### config.mk
export PLATFORM = sky130hd
export DESIGN_NAME = data_mem_responder_flat
export DESIGN_NICKNAME = d
export VERILOG_FILES = /design/src/rtl/data_mem_responder_if.sv /design/src/rtl/data_mem_responder.sv /design/src/flat_wrapper.sv
export SDC_FILE = /design/constraint.sdc
export NUM_CORES = 2
export LEC_CHECK = 0
export CAP_MARGIN = 20
export CORE_MARGIN = 10
export CORE_UTILIZATION = 45
export CTS_CLUSTER_SIZE = 12
export DETAILED_ROUTE_END_ITERATION = 8
export PLACE_DENSITY_LB_ADDON = 0.3
export SKIP_CTS_REPAIR_TIMING = 1
export SLEW_MARGIN = 30
export SYNTH_ARGS = -nofsm -noshare
export SYNTH_HDL_FRONTEND = slang
export SYNTH_SLANG_ARGS = --single-unit
### constraint.sdc
create_clock -name clk -period 19.6 [get_ports clk]
set_input_delay 3.92 -clock clk [delete_from_list [all_inputs] [get_ports clk]]
set_output_delay 3.92 -clock clk [all_outputs]
set_load 0.01 [all_outputs]
### src/rtl/data_mem_responder_if.sv
// Load/store request/response bus between a datapath (master) and the data
// memory responder (slave), plus the test-finish status outputs.
interface data_mem_responder_if;
  logic        req_valid;
  logic        req_ready;
  logic        req_write;
  logic [31:0] req_addr;
  logic [31:0] req_wdata;
  logic [3:0]  req_wstrb;
  logic        rsp_valid;
  logic [31:0] rsp_rdata;
  logic        rsp_error;
  logic        done;
  logic [31:0] done_code;

  modport master (
    output req_valid, req_write, req_addr, req_wdata, req_wstrb,
    input  req_ready, rsp_valid, rsp_rdata, rsp_error, done, done_code
  );

  modport slave (
    input  req_valid, req_write, req_addr, req_wdata, req_wstrb,
    output req_ready, rsp_valid, rsp_rdata, rsp_error, done, done_code
  );
endinterface

### src/rtl/data_mem_responder.sv
// Word-addressed data memory with fixed wait states, single-cycle response
// pulse, fault detection and a memory-mapped test-finish register.
module data_mem_responder #(
  parameter int unsigned NUM_BLOCKS  = 128,
  parameter int unsigned WAIT_CYCLES = 2,
  parameter int unsigned DONE_ADDR   = 100
) (
  input logic                 clk,
  input logic                 rst,
  data_mem_responder_if.slave bus
);

  localparam int unsigned IDX_W     = (NUM_BLOCKS > 1) ? $clog2(NUM_BLOCKS) : 1;
  localparam logic [31:0] MEM_BYTES = 32'(4 * NUM_BLOCKS);
  localparam logic [31:0] DONE_A    = 32'(DONE_ADDR);
  localparam logic [3:0]  CNT_LOAD  = 4'(WAIT_CYCLES - 1);

  typedef enum logic [1:0] {
    ST_IDLE = 2'd0,
    ST_WAIT = 2'd1,
    ST_RESP = 2'd2
  } state_e;

  state_e      state_q, state_d;
  logic [3:0]  cnt_q, cnt_d;
  logic        write_q, write_d;
  logic [31:0] addr_q, addr_d;
  logic [31:0] wdata_q, wdata_d;
  logic [3:0]  wstrb_q, wstrb_d;
  logic        rsp_valid_q, rsp_valid_d;
  logic [31:0] rsp_rdata_q, rsp_rdata_d;
  logic        rsp_error_q, rsp_error_d;
  logic        done_q, done_d;
  logic [31:0] done_code_q, done_code_d;
  logic [31:0] mem_q [NUM_BLOCKS];

  logic             ready_s, enter_resp_s, mem_we_s, fault_s, is_done_s;
  logic             acc_write_s;
  logic [31:0]      acc_addr_s, acc_wdata_s;
  logic [3:0]       acc_wstrb_s;
  logic [IDX_W-1:0] widx_s;

  function automatic logic [31:0] merge_bytes(input logic [31:0] old_w,
                                              input logic [31:0] new_w,
                                              input logic [3:0]  strb);
    logic [31:0] res;
    res = old_w;
    for (int b = 0; b < 4; b++) begin
      if (strb[b]) begin
        res[8*b +: 8] = new_w[8*b +: 8];
      end else begin
        res[8*b +: 8] = old_w[8*b +: 8];
      end
    end
    return res;
  endfunction

  assign ready_s = rst && (state_q == ST_IDLE);

  // With zero wait states the access happens on the accept edge, so use the live bus.
  assign acc_write_s = (state_q == ST_IDLE) ? bus.req_write : write_q;
  assign acc_addr_s  = (state_q == ST_IDLE) ? bus.req_addr  : addr_q;
  assign acc_wdata_s = (state_q == ST_IDLE) ? bus.req_wdata : wdata_q;
  assign acc_wstrb_s = (state_q == ST_IDLE) ? bus.req_wstrb : wstrb_q;

  assign fault_s   = (acc_addr_s[1:0] != 2'b00) ||
                     ((acc_addr_s >= MEM_BYTES) && (acc_addr_s != DONE_A));
  assign is_done_s = !fault_s && (acc_addr_s == DONE_A);
  assign widx_s    = acc_addr_s[IDX_W+1:2];

  // Next-state, request latching and access/response computation.
  always_comb begin
    state_d      = state_q;
    cnt_d        = cnt_q;
    write_d      = write_q;
    addr_d       = addr_q;
    wdata_d      = wdata_q;
    wstrb_d      = wstrb_q;
    rsp_valid_d  = 1'b0;
    rsp_rdata_d  = 32'd0;
    rsp_error_d  = 1'b0;
    done_d       = done_q;
    done_code_d  = done_code_q;
    mem_we_s     = 1'b0;
    enter_resp_s = 1'b0;

    case (state_q)
      ST_IDLE: begin
        if (bus.req_valid) begin
          write_d = bus.req_write;
          addr_d  = bus.req_addr;
          wdata_d = bus.req_wdata;
          wstrb_d = bus.req_wstrb;
          if (WAIT_CYCLES == 0) begin
            state_d      = ST_RESP;
            enter_resp_s = 1'b1;
          end else begin
            state_d = ST_WAIT;
            cnt_d   = CNT_LOAD;
          end
        end else begin
          state_d = ST_IDLE;
        end
      end
      ST_WAIT: begin
        if (cnt_q == 4'd0) begin
          state_d      = ST_RESP;
          enter_resp_s = 1'b1;
        end else begin
          cnt_d = cnt_q - 4'd1;
        end
      end
      ST_RESP: state_d = ST_IDLE;
      default: state_d = ST_IDLE;
    endcase

    if (enter_resp_s) begin
      rsp_valid_d = 1'b1;
      if (fault_s) begin
        rsp_error_d = 1'b1;
      end else if (acc_write_s) begin
        if (is_done_s) begin
          done_d      = 1'b1;
          done_code_d = acc_wdata_s;
        end else begin
          mem_we_s = 1'b1;
        end
      end else if (is_done_s) begin
        rsp_rdata_d = done_code_q;
      end else begin
        rsp_rdata_d = mem_q[widx_s];
      end
    end else begin
      rsp_valid_d = 1'b0;
    end
  end

  // Control and response registers with synchronous active-low reset.
  always_ff @(posedge clk) begin
    if (!rst) begin
      state_q     <= ST_IDLE;
      cnt_q       <= 4'd0;
      write_q     <= 1'b0;
      addr_q      <= 32'd0;
      wdata_q     <= 32'd0;
      wstrb_q     <= 4'd0;
      rsp_valid_q <= 1'b0;
      rsp_rdata_q <= 32'd0;
      rsp_error_q <= 1'b0;
      done_q      <= 1'b0;
      done_code_q <= 32'd0;
    end else begin
      state_q     <= state_d;
      cnt_q       <= cnt_d;
      write_q     <= write_d;
      addr_q      <= addr_d;
      wdata_q     <= wdata_d;
      wstrb_q     <= wstrb_d;
      rsp_valid_q <= rsp_valid_d;
      rsp_rdata_q <= rsp_rdata_d;
      rsp_error_q <= rsp_error_d;
      done_q      <= done_d;
      done_code_q <= done_code_d;
    end
  end

  // Backing storage survives reset; a reset edge suppresses any pending commit.
  always_ff @(posedge clk) begin
    if (rst && mem_we_s) begin
      mem_q[widx_s] <= merge_bytes(mem_q[widx_s], acc_wdata_s, acc_wstrb_s);
    end
  end

  assign bus.req_ready = ready_s;
  assign bus.rsp_valid = rsp_valid_q;
  assign bus.rsp_rdata = rsp_rdata_q;
  assign bus.rsp_error = rsp_error_q;
  assign bus.done      = done_q;
  assign bus.done_code = done_code_q;

endmodule

### src/flat_wrapper.sv
// flat-port wrapper written by rule: the top's interface ports become plain ports
module data_mem_responder_flat 
#(
  parameter int unsigned NUM_BLOCKS  = 128,
  parameter int unsigned WAIT_CYCLES = 2,
  parameter int unsigned DONE_ADDR   = 100
)
  (clk, rst, bus_req_valid, bus_req_write, bus_req_addr, bus_req_wdata, bus_req_wstrb, bus_req_ready, bus_rsp_valid, bus_rsp_rdata, bus_rsp_error, bus_done, bus_done_code);
  data_mem_responder_if bus_i ();
  input logic clk;
  input logic rst;
  input wire logic [$bits(bus_i.req_valid)-1:0] bus_req_valid;
  input wire logic [$bits(bus_i.req_write)-1:0] bus_req_write;
  input wire logic [$bits(bus_i.req_addr)-1:0] bus_req_addr;
  input wire logic [$bits(bus_i.req_wdata)-1:0] bus_req_wdata;
  input wire logic [$bits(bus_i.req_wstrb)-1:0] bus_req_wstrb;
  output wire logic [$bits(bus_i.req_ready)-1:0] bus_req_ready;
  output wire logic [$bits(bus_i.rsp_valid)-1:0] bus_rsp_valid;
  output wire logic [$bits(bus_i.rsp_rdata)-1:0] bus_rsp_rdata;
  output wire logic [$bits(bus_i.rsp_error)-1:0] bus_rsp_error;
  output wire logic [$bits(bus_i.done)-1:0] bus_done;
  output wire logic [$bits(bus_i.done_code)-1:0] bus_done_code;
  assign bus_i.req_valid = bus_req_valid;
  assign bus_i.req_write = bus_req_write;
  assign bus_i.req_addr = bus_req_addr;
  assign bus_i.req_wdata = bus_req_wdata;
  assign bus_i.req_wstrb = bus_req_wstrb;
  assign bus_req_ready = bus_i.req_ready;
  assign bus_rsp_valid = bus_i.rsp_valid;
  assign bus_rsp_rdata = bus_i.rsp_rdata;
  assign bus_rsp_error = bus_i.rsp_error;
  assign bus_done = bus_i.done;
  assign bus_done_code = bus_i.done_code;
  data_mem_responder #(.NUM_BLOCKS(NUM_BLOCKS), .WAIT_CYCLES(WAIT_CYCLES), .DONE_ADDR(DONE_ADDR)) u_core (.clk(clk), .rst(rst), .bus(bus_i));
endmodule
Word level (Yosys, flattened, before mapping)
Memory sizes are Yosys's and may differ from the RTL's.
Cells that the tools add are included.
Widths: inputs -> output; s select.
{"block": "op_classes", "n_bitwise": 3, "mux": 29, "order_cmp": 1, "n_reduce_logical": 15, "n_eq_ne": 6, "add_sub_neg": 1}
{"cell": "$mux 32", "count": 3}
{"cell": "$mux 8", "count": 8}
{"cell": "$eq 32x7->1 const B", "count": 1}
{"cell": "$ge 32x10->1 const B", "count": 1}
{"cell": "$ne 32x7->1 const B", "count": 1}
{"cell": "$mux 1", "count": 12}
{"cell": "$mux 4", "count": 3}
{"cell": "$pmux 4 s2", "count": 1}
{"cell": "$logic_and 1x1->1", "count": 4}
{"cell": "$logic_not 4->1", "count": 1}
{"cell": "$ne 2x2->1 const B", "count": 2}
{"cell": "$pmux 2 s2", "count": 1}
{"cell": "$reduce_and 2->1", "count": 2}
{"cell": "$reduce_and 4->1", "count": 1}
{"cell": "$reduce_bool 2->1", "count": 2}
{"cell": "$reduce_or 4->1", "count": 1}
{"cell": "$sub 4x1->4 const B", "count": 1}
{"cell": "$not 1->1", "count": 3}
{"cell": "$reduce_and 3->1", "count": 1}
{"cell": "$eq 2x1->1 const B", "count": 1}
{"cell": "$logic_not 2->1", "count": 1}
{"cell": "$mux 2", "count": 1}
{"cell": "$ne 2x1->1 const B", "count": 1}
{"cell": "$logic_not 1->1", "count": 1}
{"cell": "$logic_or 1x1->1", "count": 1}
{"block": "word_totals", "mem_bits_rw": 4096, "input_bits": 72, "wordCells": 67, "output_inout_bits": 68, "ff_bits": 142, "n_memories": 1}
{"memory": "u_core.mem_q", "words": 128, "width": 32, "read_ports": 1, "rd_ports_with_merged_regs": 0, "write_ports": 1, "line_no": "data_mem_responder.sv:35", "rtl": "logic [31:0] mem_q [NUM_BLOCKS];"}

Longest topological paths before layout
{"block": "depth", "depth_word": 14, "depth_mapped": 14, "ltp_nobuf": 10}

Least setup slack after synthesis
Ideal clock, no wire load.
{"block": "synth_path", "path_type": "input to register", "from": "in bus_req_addr[3]", "to": "mem u_core.mem_q[0][31], data pin", "arrival_time_ns": 10.639, "path_stages": 13, "path_buffers": 4, "setup_slack_ns": 7.807, "path_cell_list": "buf_2 > nor3b_1 > buf_2 > nor2_2 > buf_2 > clkbuf_1 > nand2_1 > a32o_1 > nor3_1 > o31ai_1 > nand4_1 > a21oi_1 > nor3_1"}
{"element": "start: declaration", "line_no": "flat_wrapper.sv:14", "rtl": "input wire logic [$bits(bus_i.req_addr)-1:0] bus_req_addr;"}
{"element": "end: declaration", "line_no": "data_mem_responder.sv:35"}

==> summary.txt <==
Logic synthesis
  – Yosys Warn Count: 0
  – Post-synth cell types: 60
  – Share of the synthesized area in the top cell type: 67.58%
  – Synth cell count leaders: edfxtp_1, nand2_1, mux2i_1
  – Number of synthesized register bits: approximately 4,200
  – Synthesized area per cell: 13.89 µm²
  – Post-synth EDFFs: around 4,100
  – Cell taking the most area after synthesis: edfxtp_1
  – Top-count cell post-synth: edfxtp_1
  – Synth Area in XOR/XNOR: 0.009625%
  – Main combinational cell family by area after synthesis: compound AO/OA/AOI/OAI gates
  – Simple-gate share of the synthesized area: under 10%
  – Top post-synthesis cells by area: edfxtp_1, mux2i_1, o211ai_1
  – Synth Flop Type: edfxtp_1
  – Fraction of the mapped netlist area in compound gates: between 10 and 15%
  – Post-synthesis cell area: approximately 180,000 µm²
  – Mapped Cells: around 13,000
  – Mux share of post-synthesis cell area: around 6.7%
  – Post-synthesis sequential area ratio: just under 70%
  – Adder-cell share of the synthesized area: less than 1%
  – Synth async-reset ratio: 0%

Cells and area
  – Layout cell share with drive strength beyond 1: between 10% and 20%
  – # nets final: 13,130
  – Final Instance Area: roughly 200,000 µm²
  – Area grow syn2layout: 11.96%

STA
  – Setup TNS: 0 ps
  – Max-slew violations: 0
  – Worst Slack Setup Final: between 9000 and 10,000 ps
  – Min Clock Period, post-route: approximately 10,000 ps
  – Hold Vio Cnt, Final: 0
  – Final period util: 51.05%
  – Clock Skew: approximately 53 ps
  – Hold WS: 464.4 ps
  – Worst-margin pin slew: approximately 1100 ps
  – Max Clk Rate: roughly 100 MHz
  – RSZ-0062 raised after global routing: false
  – Rel. slew slack: 25.96%
  – # setup viols final: 0

Detailed routing
  – DRC Markers: 0
  – Wire length per cell: ~34 µm
  – Detailed Routing Iterations Pass 1: 6
  – Post-route ant nets: 0
  – Via count: 125,000
  – Total Wirelength: around 630 mm
  – Via density: 6.671
  – Iter 0 DRT Violations: approximately 18,000

Pwr
  – PD cells: 104.9 nW/µm²
  – VDD IR max: between 80 and 90 µV
  – Static Leak: approximately 0.064 µW

Hold path
  – HP Class: flip-flop to flip-flop

Job
  – Maxcap violations: 0

Die
  – Num rows: ~230
  – Die Span Y: approximately 660 µm
  – Die area: between 400,000 and 500,000 µm²
  – Starting Density: between 40 and 50%
  – Width of the die: about 660 µm
  – Ports: 140
  – Core area: ~400,000 µm²

Worst setup path
  – Crit path buffers/inverters: 7
  – Critical-path top delay cell: buf_4
  – Worst path cell trace: buf_8 -> or3b_4 -> nand2_8 -> buf_4 -> buf_4 -> buf_4 -> nand2_1 -> a32o_1 -> nor3_1 -> o31ai_1 -> buf_4 -> nand4_1 -> a21oi_1 -> nor3_2 -> buf_4 -> buf_4
  – Setup crit start kind: input pin
  – Worst path max stage delay: a little under 800 ps
  – Worst setup path class: input pin to flip-flop
  – Critical Path Fanout Max: 67
  – Crit-path most repeated cell: buf_4
  – Delay-heaviest family, CP: buffers and inverters
  – CP endpoint kind: flip-flop
  – WP data arrival: 10,680 ps
  – Worst Path Required: 20,270 ps

CTS
  – H-tree depth: 5
  – Worst-Skew Late Latency: between 1000 and 1500 ps
  – Clock buffer depth: 4
  – CTS tree: yes
  – TritonCTS Buffers: between 400 and 500
  – Clock slew at reported path FFs: roughly 60 ps
  – Num Clock Sinks: 4,238
  – Root buffer cell: clkbuf_16

Global route
  – Total gr overflow: 0
  – Initial antenna violation count: 24
  – Total track usage: around 28%
  – Largest net degree at the start of global routing: around 130
  – First-pass GRT wire length: roughly 880 mm
  – Vias in the first global route: roughly 120k

Placed design
  – Pre-CTS setup slack: about 8600 ps
  – Post-DP Area: 191,300 µm²
  – GP Congestion: about 0.86
  – PortBufs: 139
  – Hpwl dp: about 340 mm

Outcome
  – Status: finished clean
## state kept, by name (all words and copies together) (netlist names)
register              flops
u_core.wdata_q           32
u_core.bus.rsp_error      1
u_core.write_q            1
u_core.bus.rsp_valid      1
u_core.wstrb_q            4
u_core.cnt_q              4
u_core.state_q            2
u_core.bus.done_code     32
u_core.addr_q            32
u_core.bus.done           1
u_core.mem_q           4096
u_core.bus.rsp_rdata     32
## stage by stage
stage	utilization, %	std cells	power (µW)
2_1_floorplan	-	13130	12610
3_3_place_gp	47.44	18030	13870
3_5_place_dp	47.48	18030	13930
4_1_cts	50.52	18720	21290
5_1_grt	50.57	18730	21850
6_report	50.57	18740	21370
## worst min-delay path, cell delays in order (launching register included)
cell and delay [ps]:
dfxtp_1 300, nand2_1 40, a21boi_0 70
## placed cells by master, fill, tap and decap left out, drive strengths merged, types with 265 or more instances in the layout
cell type  count
and3         320
buf          467
nand3        516
o21ai        521
nand2b       265
edfxtp      4096
a31oi        322
or2          289
mux2i       1217
o211ai      1151
nand2       1269
clkbuf       574
## logic make-up after synthesis
| family | Yosys count |
|---|---|
| flops | 4238 |
| simple gates | 3452 |
| compound gates | 3075 |
| mux | 1218 |
| buf+inv | 1116 |
| xor+xnor | 2 |
| fa+ha+maj | 1 |
| other cells | 1 |
## worst paths after layout
kind | slack, ps | from | cells after the start | endpoint
min | 460 | u_core.addr_q[16] | 2 | u_core.addr_q[16]
min reg2reg | 460 | u_core.addr_q[16] | 2 | u_core.addr_q[16]
max | 9590 | bus_req_addr[3] | 16 | u_core.mem_q[39][13]
max reg2reg | 11440 | u_core.addr_q[3] | 15 | u_core.mem_q[52][10]
## where the power goes
part | total (µW) | internal, µW | switching (µW)
sequential | 10600 | 10600 | 19.6
combinational | 3220 | 703 | 2520
clock | 7520 | 4120 | 3390
## routing by layer
metal,up-vias,share of wire [%],track usage (%)
met1,63480,37,37.07
met3,1543,12,6.721
met4,14,5.6,13.95
met5,-,0.015,0
met2,8631,45,43.01
li1,51340,-,-
## layout make-up
type                    count  area (µm²)
clock buffers             574       11470
multi-input cells        7780       53420
flip-flops and latches   4238      125800
repair buffers            603        5400
clock inverters           117       794.5
inverters                   5       26.28
diodes                     17       42.54
fillers                 33600      199100
well taps                5405        6763
(Power assumes the default switching activity.)
